### src/rtl/fetch_pkg.sv
// Shared types and constants for the instruction-fetch front end.
package fetch_pkg;

  localparam logic [31:0] FETCH_BYTES = 32'd8;
  localparam int          SLOTS       = 2;

  typedef enum logic [1:0] {
    IDLE = 2'd0,
    REQ  = 2'd1,
    WAIT = 2'd2,
    HOLD = 2'd3
  } fetch_state_e;

  typedef struct packed {
    logic [31:0]      pc;
    logic [63:0]      instr;
    logic [SLOTS-1:0] slot_mask;
  } bundle_t;

  function automatic logic [31:0] word_align(input logic [31:0] a);
    return a & 32'hFFFF_FFFC;
  endfunction

  function automatic logic [31:0] fetch_align(input logic [31:0] a);
    return a & 32'hFFFF_FFF8;
  endfunction

endpackage

### src/rtl/adder_32.sv
// Shared 32-bit adder with carry-out.
module adder_32 (
  input  logic [31:0] a,
  input  logic [31:0] b,
  output logic [31:0] sum,
  output logic        carry
);

  assign {carry, sum} = {1'b0, a} + {1'b0, b};

endmodule

### src/rtl/fetch_pc_unit.sv
// Fetch front end: PC register, one outstanding 8-byte fetch, output register
// plus one-entry skid toward decode, redirect squashing and halt.
module fetch_pc_unit
  import fetch_pkg::*;
#(
  parameter logic [31:0] RESET_PC  = 32'h0000_0000,
  parameter logic [31:0] NOP_INSTR = 32'h0000_0000
) (
  input  logic        clk,
  input  logic        rst_n,
  input  logic        halt_i,
  input  logic        redirect_valid_i,
  input  logic [31:0] redirect_pc_i,
  output logic        imem_req_valid_o,
  output logic [31:0] imem_req_addr_o,
  input  logic        imem_req_ready_i,
  input  logic        imem_rsp_valid_i,
  input  logic [63:0] imem_rsp_data_i,
  output logic        fd_valid_o,
  output logic [31:0] fd_pc_o,
  output logic [63:0] fd_instr_o,
  output logic [1:0]  fd_slot_mask_o,
  input  logic        fd_ready_i
);

  localparam logic [31:0] RESET_PC_W = word_align(RESET_PC);

  fetch_state_e state_r, state_n;
  logic [31:0]  pc_r, pc_n;
  logic [31:0]  req_pc_r, req_pc_n;
  logic [31:0]  next_pc_s;
  logic         squash_r, squash_n;
  logic         out_valid_r, out_valid_n;
  logic         skid_valid_r, skid_valid_n;
  bundle_t      out_r, out_n, skid_r, skid_n, rsp_bundle_s;
  logic         req_fire_s, drain_s, out_free_s, carry_unused_s;

  assign imem_req_valid_o = (state_r == REQ) && !halt_i;
  assign imem_req_addr_o  = fetch_align(pc_r);
  assign req_fire_s       = imem_req_valid_o && imem_req_ready_i;
  assign drain_s          = out_valid_r && fd_ready_i;
  assign out_free_s       = !out_valid_r || drain_s;

  assign fd_valid_o     = out_valid_r;
  assign fd_pc_o        = out_r.pc;
  assign fd_instr_o     = out_r.instr;
  assign fd_slot_mask_o = out_r.slot_mask;

  // Carry out of the top bit is dropped so the PC wraps to zero.
  adder_32 u_next_pc (
    .a     (fetch_align(req_pc_r)),
    .b     (FETCH_BYTES),
    .sum   (next_pc_s),
    .carry (carry_unused_s)
  );

  // Build the decode bundle from the memory response; slot 0 is empty for odd-word targets.
  always_comb begin
    rsp_bundle_s.pc        = req_pc_r;
    rsp_bundle_s.slot_mask = {1'b1, ~req_pc_r[2]};
    if (req_pc_r[2]) begin
      rsp_bundle_s.instr = {imem_rsp_data_i[63:32], NOP_INSTR};
    end else begin
      rsp_bundle_s.instr = imem_rsp_data_i;
    end
  end

  // Next-state logic: redirect overrides everything except reset.
  always_comb begin
    state_n      = state_r;
    pc_n         = pc_r;
    req_pc_n     = req_pc_r;
    squash_n     = squash_r;
    skid_valid_n = skid_valid_r;
    skid_n       = skid_r;
    if (drain_s) begin
      out_valid_n = 1'b0;
      out_n       = '0;
    end else begin
      out_valid_n = out_valid_r;
      out_n       = out_r;
    end

    if (redirect_valid_i) begin
      pc_n         = word_align(redirect_pc_i);
      out_valid_n  = 1'b0;
      out_n        = '0;
      skid_valid_n = 1'b0;
      skid_n       = '0;
      case (state_r)
        WAIT: begin
          if (imem_rsp_valid_i) begin
            squash_n = 1'b0;
            state_n  = REQ;
          end else begin
            squash_n = 1'b1;
            state_n  = WAIT;
          end
        end
        REQ: begin
          // The request already on the bus still goes out; its response is dropped.
          if (req_fire_s) begin
            req_pc_n = pc_r;
            squash_n = 1'b1;
            state_n  = WAIT;
          end else begin
            squash_n = 1'b0;
            state_n  = REQ;
          end
        end
        default: begin
          squash_n = 1'b0;
          state_n  = REQ;
        end
      endcase
    end else begin
      case (state_r)
        IDLE: begin
          if (halt_i) begin
            state_n = IDLE;
          end else begin
            state_n = REQ;
          end
        end
        REQ: begin
          if (req_fire_s) begin
            req_pc_n = pc_r;
            state_n  = WAIT;
          end else begin
            state_n = REQ;
          end
        end
        WAIT: begin
          if (!imem_rsp_valid_i) begin
            state_n = WAIT;
          end else if (squash_r) begin
            squash_n = 1'b0;
            state_n  = REQ;
          end else if (out_free_s) begin
            out_valid_n = 1'b1;
            out_n       = rsp_bundle_s;
            pc_n        = next_pc_s;
            state_n     = REQ;
          end else begin
            skid_valid_n = 1'b1;
            skid_n       = rsp_bundle_s;
            pc_n         = next_pc_s;
            state_n      = HOLD;
          end
        end
        HOLD: begin
          if (out_free_s) begin
            out_valid_n  = 1'b1;
            out_n        = skid_r;
            skid_valid_n = 1'b0;
            skid_n       = '0;
            state_n      = REQ;
          end else begin
            state_n = HOLD;
          end
        end
        default: begin
          state_n = IDLE;
        end
      endcase
    end
  end

  // State, PC and bundle registers.
  always_ff @(posedge clk or negedge rst_n) begin
    if (!rst_n) begin
      state_r      <= IDLE;
      pc_r         <= RESET_PC_W;
      req_pc_r     <= 32'h0000_0000;
      squash_r     <= 1'b0;
      out_valid_r  <= 1'b0;
      out_r        <= '0;
      skid_valid_r <= 1'b0;
      skid_r       <= '0;
    end else begin
      state_r      <= state_n;
      pc_r         <= pc_n;
      req_pc_r     <= req_pc_n;
      squash_r     <= squash_n;
      out_valid_r  <= out_valid_n;
      out_r        <= out_n;
      skid_valid_r <= skid_valid_n;
      skid_r       <= skid_n;
    end
  end

endmodule

### config.mk
export PLATFORM = sky130hd
export DESIGN_NAME = fetch_pc_unit
export DESIGN_NICKNAME = d
export VERILOG_FILES = /design/src/rtl/fetch_pkg.sv /design/src/rtl/adder_32.sv /design/src/rtl/fetch_pc_unit.sv
export SDC_FILE = /design/constraint.sdc
export NUM_CORES = 1
export LEC_CHECK = 0
export CORE_ASPECT_RATIO = 0.8
export CORE_UTILIZATION = 58
export CTS_CLUSTER_SIZE = 10
export DETAILED_ROUTE_END_ITERATION = 12
export PLACE_DENSITY = 0.86
export SYNTH_ARGS = -nofsm -noshare
export SYNTH_HDL_FRONTEND = slang
export SYNTH_HIERARCHICAL = 1
export SYNTH_SLANG_ARGS = --single-unit
### constraint.sdc
create_clock -name clk -period 6.3 [get_ports clk]
set_clock_uncertainty 0.2 [all_clocks]
set_input_delay 0.945 -clock clk [delete_from_list [all_inputs] [get_ports clk]]
set_output_delay 0.945 -clock clk [all_outputs]
set_load 0.01 [all_outputs]
==> reports/qor.csv, run 1 <==
stage,metric,value,unit
status,status,finished clean,
critical_path,r2r_slack,2.85,ns
final_layout,filler_cell_count,1600,
final_layout,layout_common_cells,"264 x dfrtp_1, 228 x a21oi_1, 227 x clkdlybuf4s50_1, 144 x o21ai_0, 123 x nand2_1",
timing,worst_pin_slew,1.20,ns
global_routing,grt_use_total,30.1,%
timing,period_share,56.9,%
drt,vias,11700,
job,maxCapViolations,0,
drt,wl_per_cell,19.5,um
floorplanning,die_w,173,um
global_routing,grt_pass1_vias,11400,
synthesis,ys_warn_count,6,
place,gp_congestion,0.907,
power_and_ir_drop,p_int,3.42,mW
clocking,cts_tree,yes,
place,dp_hpwl,22.2,mm
power_and_ir_drop,p_leak,6.86,nW
final_layout,antenna_cells,0,
floorplanning,die_h,139,um
clocking,cts_sinks,264,
synthesis,netlist_instances,1405,
drt,routed_wirelength,36.4,mm
final_layout,syn2layout_area_growth,22.1,%
power_and_ir_drop,pwr_density_cell,321,nW/um^2
critical_path,crit_type,input pin to register,
timing,finalHoldViolCount,0,
timing,setup_viol,0,
clocking,cts_buffers,30,
power_and_ir_drop,pwr-share-clk,28.2,%
place,place_area,15700,um^2
timing,grt_setup_unrepaired,no,
power_and_ir_drop,power_switching,1.87,mW
drt,ant_nets,0,
drt,drtIter0Drc,1283,
clocking,cts.htree.levels,1,
final_layout,drive_gt1_share,6.16,%
critical_path,cp_data_required_time,6.56,ns
power_and_ir_drop,seqPwrFrac,38.3,%
place,post-place-ws,2.22,ns
timing,fmax,0.279,GHz
floorplanning,initial_core_util,59.6,%
clocking,cts_root_buffer,clkbuf_16,
clocking,post_cts_resized,0,
timing,slew_headroom,19.7,%
critical_path,end_kind,register,
global_routing,antenna_found_initial,0,
drt,vias_per_cell,6.28,
timing,hold_ws,0.179,ns
floorplanning,rows,49,
final_layout,fin_util,72.7,%
floorplanning,dieArea,23900,um^2
power_and_ir_drop,p_sw_share,35.4,%
hold_path,holdCritPathClass,input pin to async pin,
timing,finalCriticalPeriod,3.58,ns
clocking,insertion_delay,0.54,ns
global_routing,grt_overflow_total,0,
final_layout,layout_commonest_cell,dfrtp_1,
final_layout,nets,1698,
clocking,postCtsSetupRepairBufs,0,
timing,final.setup.tns,0,ns
timing,layout_setup_ws,2.72,ns
clocking,clk_pin_slew,0.06,ns
floorplanning,core,22700,um^2
power_and_ir_drop,ir_worst_vdd,237,uV
synthesis,syn_avg_cell_area,9.62,um^2
place,portBuffers,229,
critical_path,critPathArrivalTime,3.84,ns
drt,drc_errors,0,
timing,drv_slew,0,
global_routing,grt_pass1_wl,59.0,mm
critical_path,crit_path_start_kind,input pin,
power_and_ir_drop,comb_power_share,33.5,%
floorplanning,io_pins,235,
clocking,cts_buffer_depth,3,
clocking,ctsHoldBuffers,0,
critical_path,crit_fanout,68,
global_routing,grt_max_degree,181,
synthesis,synth_area,13500,um^2
final_layout,finalInstanceArea,16500,um^2
drt,drt_first_pass_iters,5,
-- critical path: stages --
cell	delay, ns
clkdlybuf4s50_1	0.49
nand3b_1	0.12
buf_4	0.56
or3_4	0.82
buf_4	0.49
nand3_1	0.16
a21oi_1	0.22
-- routing by layer --
| metal | global-route usage (%) | wire (um) | up-vias |
|---|---|---|---|
| met4 | 12.8 | 1510 | 0 |
| met2 | 47.5 | 16900 | 554 |
| met3 | 3.85 | 2370 | 95 |
| met5 | 0 | 0 | - |
| met1 | 42.3 | 15600 | 5734 |
| li1 | - | - | 5323 |
-- sequential cells by signal (all words and copies together), names as in the netlist --
register        cells
fd_instr_o         64
fd_pc_o            32
fd_slot_mask_o      2
fd_valid_o          1
pc_r               32
req_pc_r           32
skid_r             98
squash_r            1
state_r             2
-- cell type report --
type	instances	area, um^2	area share, %
Sequential cell	264	6610	40.1
Timing Repair Buffer	241	2440	14.8
Inverter	10	37.5	0.228
Multi-Input combinational cell	1011	6240	37.8
Clock inverter	1	7.51	0.0455
Tap cell	306	383	2.32
Clock buffer	32	779	4.73
-- final timing paths --
path | end | cells past startpoint | startpoint
max | skid_r[40] | 7 | imem_rsp_valid_i
min | pc_r[19] | 1 | rst_n
max reg2reg | skid_r[40] | 8 | state_r[0]
min reg2reg | req_pc_r[0] | 1 | pc_r[0]
max in group asynchronous | fd_instr_o[16] | 2 | rst_n
min in group clk | req_pc_r[0] | 1 | pc_r[0]
-- through the flow --
stage                     instances  power [mW]
after CTS                      1865        5.23
final                          1865        5.29
after global placement         1832        3.70
after global routing           1865        5.53
after detailed placement       1832        3.74
after floorplan                1443        3.25
-- power by group through the flow --
stage                     clock network [mW]  registers (mW)  logic, mW
after floorplan                            0            1.98       1.26
after CTS                               1.51            2.02       1.70
after detailed placement                   0            2.05       1.69
after global placement                     0            2.04       1.65
after global routing                    1.56            2.05       1.91
final                                   1.49            2.03       1.77
(Power assumes the default switching activity.)
==> inputs of run 2 (changes only) <==
--- a/config.mk
+++ b/config.mk
@@ -6,10 +6,10 @@
 export NUM_CORES = 1
 export LEC_CHECK = 0
 export CORE_ASPECT_RATIO = 0.8
-export CORE_UTILIZATION = 58
+export CORE_UTILIZATION = 54
 export CTS_CLUSTER_SIZE = 10
 export DETAILED_ROUTE_END_ITERATION = 12
-export PLACE_DENSITY = 0.86
+export PLACE_DENSITY = 0.81
 export SYNTH_ARGS = -nofsm -noshare
 export SYNTH_HDL_FRONTEND = slang
 export SYNTH_HIERARCHICAL = 1
==> constraint.sdc (replaced) <==
create_clock -name clk -period 3.4 [get_ports clk]
set_clock_uncertainty 0.2 [all_clocks]
set_input_delay 0.51 -clock clk [delete_from_list [all_inputs] [get_ports clk]]
set_output_delay 0.51 -clock clk [all_outputs]
set_load 0.01 [all_outputs]
==> run 2 against run 1 <==
Effect of this change:
- core utilization decreased by 4.3 points
- first-iteration DRC count is 6.0% lower
- global-route usage shrank 0.94 points
- cell area rose by 1.4%
- sequential share of layout area fell by 0.54 points
- final cell count grew 1.8%
==> reports/qor.csv, run 2 (same netlist as run 1, synthesis figures left out) <==
stage,metric,value,unit,change
final_layout,layout_commonest_cell,dfrtp_1,,unchanged
drt,vias,11700,,about the same
power_and_ir_drop,p_int,6.36,mW,was 3.42 mW
timing,drv_slew,0,,unchanged
power_and_ir_drop,power_switching,3.53,mW,was 1.87 mW
clocking,cts_buffers,30,,unchanged
timing,worst_pin_slew,1.18,ns,was 1.20 ns
critical_path,crit_fanout,5,,was 68
final_layout,fin_util,68.4,%,was 72.7%
power_and_ir_drop,pwr_density_cell,592,nW/um^2,was 321 nW/um^2
global_routing,grt_pass1_wl,59.7,mm,was 59.0 mm
critical_path,cp_data_required_time,3.61,ns,was 6.56 ns
timing,finalCriticalPeriod,2.98,ns,
final_layout,regMostFlops,skid_r,,unchanged
power_and_ir_drop,ir_worst_vdd,380,uV,was 237 uV
power_and_ir_drop,comb_power_share,34.7,%,was 33.5%
status,status,finished clean,,unchanged
final_layout,nets,1717,,was 1698
drt,drt_first_pass_iters,6,,was 5
final_layout,syn2layout_area_growth,23.8,%,was 22.1%
drt,ant_nets,0,,unchanged
power_and_ir_drop,pwr-share-clk,27.8,%,was 28.2%
critical_path,reg2reg_to,pc_r[25],,was skid_r[40]
power_and_ir_drop,total_power,9.89,mW,was 5.29 mW
place,gp_congestion,0.896,,was 0.907
drt,drtIter0Drc,1206,,was 1283
floorplanning,io_pins,235,,unchanged
clocking,cts.htree.levels,1,,unchanged
timing,fmax,0.335,GHz,
power_and_ir_drop,p_sw_share,35.7,%,was 35.4%
floorplanning,rows,51,,was 49
clocking,cts_root_buffer,clkbuf_16,,unchanged
timing,grt_setup_unrepaired,no,,unchanged
clocking,insertion_delay,0.56,ns,was 0.54 ns
hold_path,holdCritPathClass,register to register,,was input pin to async pin
global_routing,grt_use_total,29.2,%,was 30.1%
critical_path,crit_end,pc_r[25],,was skid_r[40]
drt,routed_wirelength,37.6,mm,was 36.4 mm
critical_path,r2r-start,req_pc_r[4],,was state_r[0]
timing,slew_headroom,21.2,%,was 19.7%
drt,drc_errors,0,,unchanged
final_layout,drive_gt1_share,7.22,%,was 6.16%
power_and_ir_drop,seqPwrFrac,37.5,%,was 38.3%
drt,vias_per_cell,6.17,,was 6.28
global_routing,grt_max_degree,127,,was 181
clocking,cts_tree,yes,,unchanged
critical_path,setup.worst_path.start,req_pc_r[4],,was imem_rsp_valid_i
clocking,cts_buffer_depth,3,,unchanged
floorplanning,die_h,143,um,was 139 um
power_and_ir_drop,p_leak,6.97,nW,was 6.86 nW
floorplanning,dieArea,25700,um^2,was 23900 um^2
global_routing,grt_overflow_total,0,,unchanged
floorplanning,core,24400,um^2,was 22700 um^2
critical_path,crit_type,register to register,,was input pin to register
final_layout,largest_reg_flops,98,,unchanged
timing,final.setup.tns,0,ns,unchanged
critical_path,r2r_cells,10,,was 8
clocking,clk_pin_slew,0.05,ns,was 0.06 ns
critical_path,crit_path_start_kind,register,,was input pin
place,portBuffers,229,,unchanged
critical_path,r2r_slack,0.42,ns,was 2.85 ns
timing,setup_viol,0,,unchanged
place,dp_hpwl,23.7,mm,was 22.2 mm
clocking,cts_sinks,264,,unchanged
floorplanning,initial_core_util,55.3,%,was 59.6%
final_layout,layout_common_cells,"264 x dfrtp_1, 228 x a21oi_1, 227 x clkdlybuf4s50_1, 144 x o21ai_0, 123 x nand2_1",,unchanged
global_routing,grt_pass1_vias,11300,,was 11400
timing,period_share,87.7,%,
critical_path,end_kind,register,,unchanged
job,maxCapViolations,0,,unchanged
floorplanning,die_w,179,um,was 173 um
drt,wl_per_cell,19.8,um,was 19.5 um
timing,finalHoldViolCount,0,,unchanged
global_routing,antenna_found_initial,0,,unchanged
critical_path,critPathArrivalTime,3.19,ns,was 3.84 ns
## run 2: critical path, cell delays in order (launching register included)
cell,delay [ns]
dfrtp_1,0.40
ha_1,0.37
a21o_1,0.22
a31o_2,0.25
nor2_1,0.18
o211ai_1,0.25
a221oi_2,0.43
o21ai_1,0.14
xor2_1,0.17
mux2i_1,0.13
o21ai_0,0.08
## run 2: what timing repair did
action,4_1_cts,5_1_grt
gates resized for setup,0,0
hold buffers,1,0
endpoints found under the hold margin,89,0
buffers inserted,0,0
## run 2: worst min-delay path by stage
stage / from / to / slack, ns / depth (start not counted)
finish: pc_r[1] / req_pc_r[1] / 0.30 / 1
global route: redirect_pc_i[6] / pc_r[6] / 0.32 / 3
CTS: redirect_pc_i[6] / pc_r[6] / 0.30 / 3
detailed placement: pc_r[0] / req_pc_r[0] / 0.30 / 1
global placement: pc_r[1] / req_pc_r[1] / 0.29 / 1
floorplan: rst_n / fd_instr_o[0] / 0.01 / 0
## run 2: power groups by stage
| stage | combinational, mW | clock, mW | sequential [mW] |
|---|---|---|---|
| floorplan | 2.34 | 0 | 3.67 |
| global placement | 3.25 | 0 | 3.74 |
| detailed placement | 3.28 | 0 | 3.76 |
| CTS | 3.30 | 2.79 | 3.70 |
| global route | 3.72 | 2.93 | 3.74 |
| finish | 3.44 | 2.75 | 3.71 |
## run 2: layout make-up
cell class | count | area (um^2)
Antenna cell | 1 | 2.50
Fill cell | 1858 | 7720
Clock buffer | 33 | 762
Timing Repair Buffer | 260 | 2650
Sequential cell | 264 | 6610
Clock inverter | 2 | 21.3
Inverter | 10 | 37.5
Multi-Input combinational cell | 1011 | 6240
Tap cell | 318 | 398
## run 2: layer usage
metal	vias up	global-route usage, %	share of wire (%)
met3	79	5.03	7.5
met5	-	0	0
met1	5799	41.6	43
met4	0	9.41	2.9
li1	5373	-	-
met2	470	45.4	47
## run 2: through the flow
stage          hold slack, ns  area [um^2]  std cells  setup WS [ns]
6_report                0.303        16700       1899          0.418
5_1_grt                 0.324        16700       1898          0.241
4_1_cts                 0.296        16700       1898          0.468
3_5_place_dp            0.297        15900       1862          0.504
3_3_place_gp            0.287        15900       1862          0.550
2_1_floorplan          0.0144        13700       1443          0.792
==> inputs of run 3 (changes only) <==
--- a/config.mk
+++ b/config.mk
@@ -5,9 +5,9 @@
 export SDC_FILE = /design/constraint.sdc
 export NUM_CORES = 1
 export LEC_CHECK = 0
+export CAP_MARGIN = 5
 export CORE_ASPECT_RATIO = 0.8
 export CORE_UTILIZATION = 54
-export CTS_CLUSTER_SIZE = 10
 export DETAILED_ROUTE_END_ITERATION = 12
 export PLACE_DENSITY = 0.81
 export SYNTH_ARGS = -nofsm -noshare
==> run 3 against run 2 <==
Effect of this change:
- register-to-register slack about the same
- critical endpoint is now pc_r[29]
- combinational power about the same
- routed wire length down 0.36%
- critical path depth unchanged
- core utilization up 0.53 points
==> reports/qor.csv, run 3 (same netlist as run 1, synthesis figures left out) <==
stage,metric,value,unit,change
drt,drtIter0Drc,1215,,was 1206
timing,slew_headroom,20.3,%,was 21.2%
floorplanning,die_w,179,um,unchanged
critical_path,critPathArrivalTime,3.23,ns,was 3.19 ns
clocking,postCtsSetupRepairBufs,0,,unchanged
place,portBuffers,229,,unchanged
critical_path,crit_type,register to register,,unchanged
floorplanning,die_h,143,um,unchanged
clocking,cts_tree,yes,,unchanged
power_and_ir_drop,p_leak,7.03,nW,was 6.97 nW
global_routing,antenna_found_initial,0,,unchanged
drt,routed_wirelength,37.5,mm,was 37.6 mm
place,dp_cells,1862,,unchanged
hold_path,holdCritPathClass,register to register,,unchanged
final_layout,nets,1714,,was 1717
power_and_ir_drop,pwr_density_cell,605,nW/um^2,was 592 nW/um^2
clocking,cts.htree.levels,1,,unchanged
final_layout,syn2layout_area_growth,24.7,%,was 23.8%
place,place_area,15900,um^2,unchanged
timing,final.setup.tns,0,ns,unchanged
global_routing,grt_max_degree,127,,unchanged
hold_path,min_from,pc_r[0],,was pc_r[1]
floorplanning,dieArea,25700,um^2,unchanged
power_and_ir_drop,total_power,10.2,mW,was 9.89 mW
final_layout,drive_gt1_share,7.65,%,was 7.22%
drt,drt_first_pass_iters,5,,was 6
critical_path,end_kind,register,,unchanged
drt,vias_per_cell,6.16,,was 6.17
final_layout,largest_reg_flops,98,,unchanged
drt,drc_errors,0,,unchanged
final_layout,filler_cell_count,1828,,was 1858
place,dp_hpwl,23.7,mm,unchanged
clocking,cts_root_buffer,clkbuf_16,,unchanged
clocking,cts_buffers,27,,was 30
critical_path,setup.worst_path.start,req_pc_r[10],,was req_pc_r[4]
drt,wl_per_cell,19.6,um,was 19.8 um
critical_path,cpLargestDelayFamily,compound AO/OA/AOI/OAI gates,,unchanged
drt,vias,11800,,was 11700
timing,period_share,87.4,%,was 87.7%
critical_path,crit_path_max_incr_delay,0.43,ns,about the same
critical_path,critPathBufInv,0,,unchanged
critical_path,crit_path_start_kind,register,,unchanged
floorplanning,io_pins,235,,unchanged
timing,finalCriticalPeriod,2.97,ns,was 2.98 ns
clocking,post_cts_resized,0,,unchanged
clocking,cts_buffer_depth,3,,unchanged
timing,grt_setup_unrepaired,no,,unchanged
global_routing,grt_overflow_total,0,,unchanged
global_routing,grt_pass1_wl,59.3,mm,was 59.7 mm
status,status,finished clean,,unchanged
final_layout,regMostFlops,skid_r,,unchanged
critical_path,r2r-start,req_pc_r[10],,was req_pc_r[4]
timing,layout_setup_ws,0.428,ns,was 0.418 ns
place,gp_congestion,0.896,,unchanged
critical_path,path_cells,ha_1 -> nand4_1 -> nor3_1 -> nand3_1 -> o211ai_1 -> a221oi_2 -> o41ai_1 -> xor2_1 -> mux2i_1 -> o21ai_0,,was ha_1 -> a21o_1 -> a31o_2 -> nor2_1 -> o211ai_1 -> a221oi_2 -> o21ai_1 -> xor2_1 -> mux2i_1 -> o21ai_0
place,post-place-ws,0.504,ns,unchanged
clocking,ctsHoldBuffers,1,,unchanged
timing,setup_viol,0,,unchanged
critical_path,cp_data_required_time,3.65,ns,was 3.61 ns
final_layout,layout_common_cells,"264 x dfrtp_1, 228 x a21oi_1, 227 x clkdlybuf4s50_1, 144 x o21ai_0, 123 x nand2_1",,unchanged
timing,fmax,0.336,GHz,was 0.335 GHz
final_layout,layout_commonest_cell,dfrtp_1,,unchanged
power_and_ir_drop,ir_worst_vdd,449,uV,was 380 uV
timing,worst_pin_slew,1.19,ns,was 1.18 ns
final_layout,stdcell_count,1914,,was 1899
floorplanning,core,24400,um^2,unchanged
clocking,cts_sinks,264,,unchanged
drt,ant_nets,0,,unchanged
critical_path,crit_fanout,9,,was 5
critical_path,crit_slowest_cell,o211ai_1,,was a221oi_2
global_routing,grt_pass1_vias,11200,,was 11300
clocking,clk_pin_slew,0.06,ns,was 0.05 ns
global_routing,grt_use_total,29.0,%,was 29.2%
floorplanning,rows,51,,unchanged
job,maxCapViolations,0,,unchanged
floorplanning,initial_core_util,55.3,%,unchanged
clocking,insertion_delay,0.54,ns,was 0.56 ns
final_layout,finalInstanceArea,16800,um^2,was 16700 um^2
timing,drv_slew,0,,unchanged
timing,finalHoldViolCount,0,,unchanged
## run 3: cell types whose count changed in the layout (fill, tap and decap cells not counted), sizes merged
| cell | change |
|---|---|
| inv | +1 |
| clkinv | +1 |
| clkbuf | +10 |
| bufinv | +3 |
## run 3: where the power goes
| group | internal [mW] | total, mW | switching [mW] |
|---|---|---|---|
| logic | 1.39 | 3.44 | 2.05 |
| clock network | 1.83 | 3.05 | 1.22 |
| registers | 3.41 | 3.70 | 0.293 |
## run 3: path summary, 6_finish.rpt
kind                                   to  slack, ns  cells after the start
max                              pc_r[29]       0.43                     10
min                           req_pc_r[0]       0.31                      1
max reg2reg                      pc_r[29]       0.43                     10
min reg2reg                   req_pc_r[0]       0.31                      1
max in group asynchronous    req_pc_r[17]       1.82                      3
min in group asynchronous  fd_instr_o[18]       0.39                      2
## run 3: per-stage QoR
stage / hold WS [ns] / utilization [%]
2_1_floorplan: 0.0144 / -
3_3_place_gp: 0.287 / 65.2
3_5_place_dp: 0.297 / 65.2
4_1_cts: 0.313 / 68.9
5_1_grt: 0.332 / 68.9
6_report: 0.308 / 68.9
## run 3: cell type report
class	count	area, um^2	area share (%)
Clock inverter	7	118	0.698
Timing Repair Buffer	260	2650	15.7
Clock buffer	43	796	4.72
Sequential cell	264	6610	39.2
Tap cell	318	398	2.36
Antenna cell	1	2.50	0.0149
Inverter	10	37.5	0.223
Multi-Input combinational cell	1011	6240	37.0
## run 3: layer usage
layer / GRT usage [%] / vias up / wire length [um]
li1: - / 5379 / -
met3: 4.71 / 81 / 3010
met2: 45.3 / 510 / 17500
met5: 0 / - / 0
met1: 41.6 / 5827 / 16000
met4: 8.16 / 0 / 971
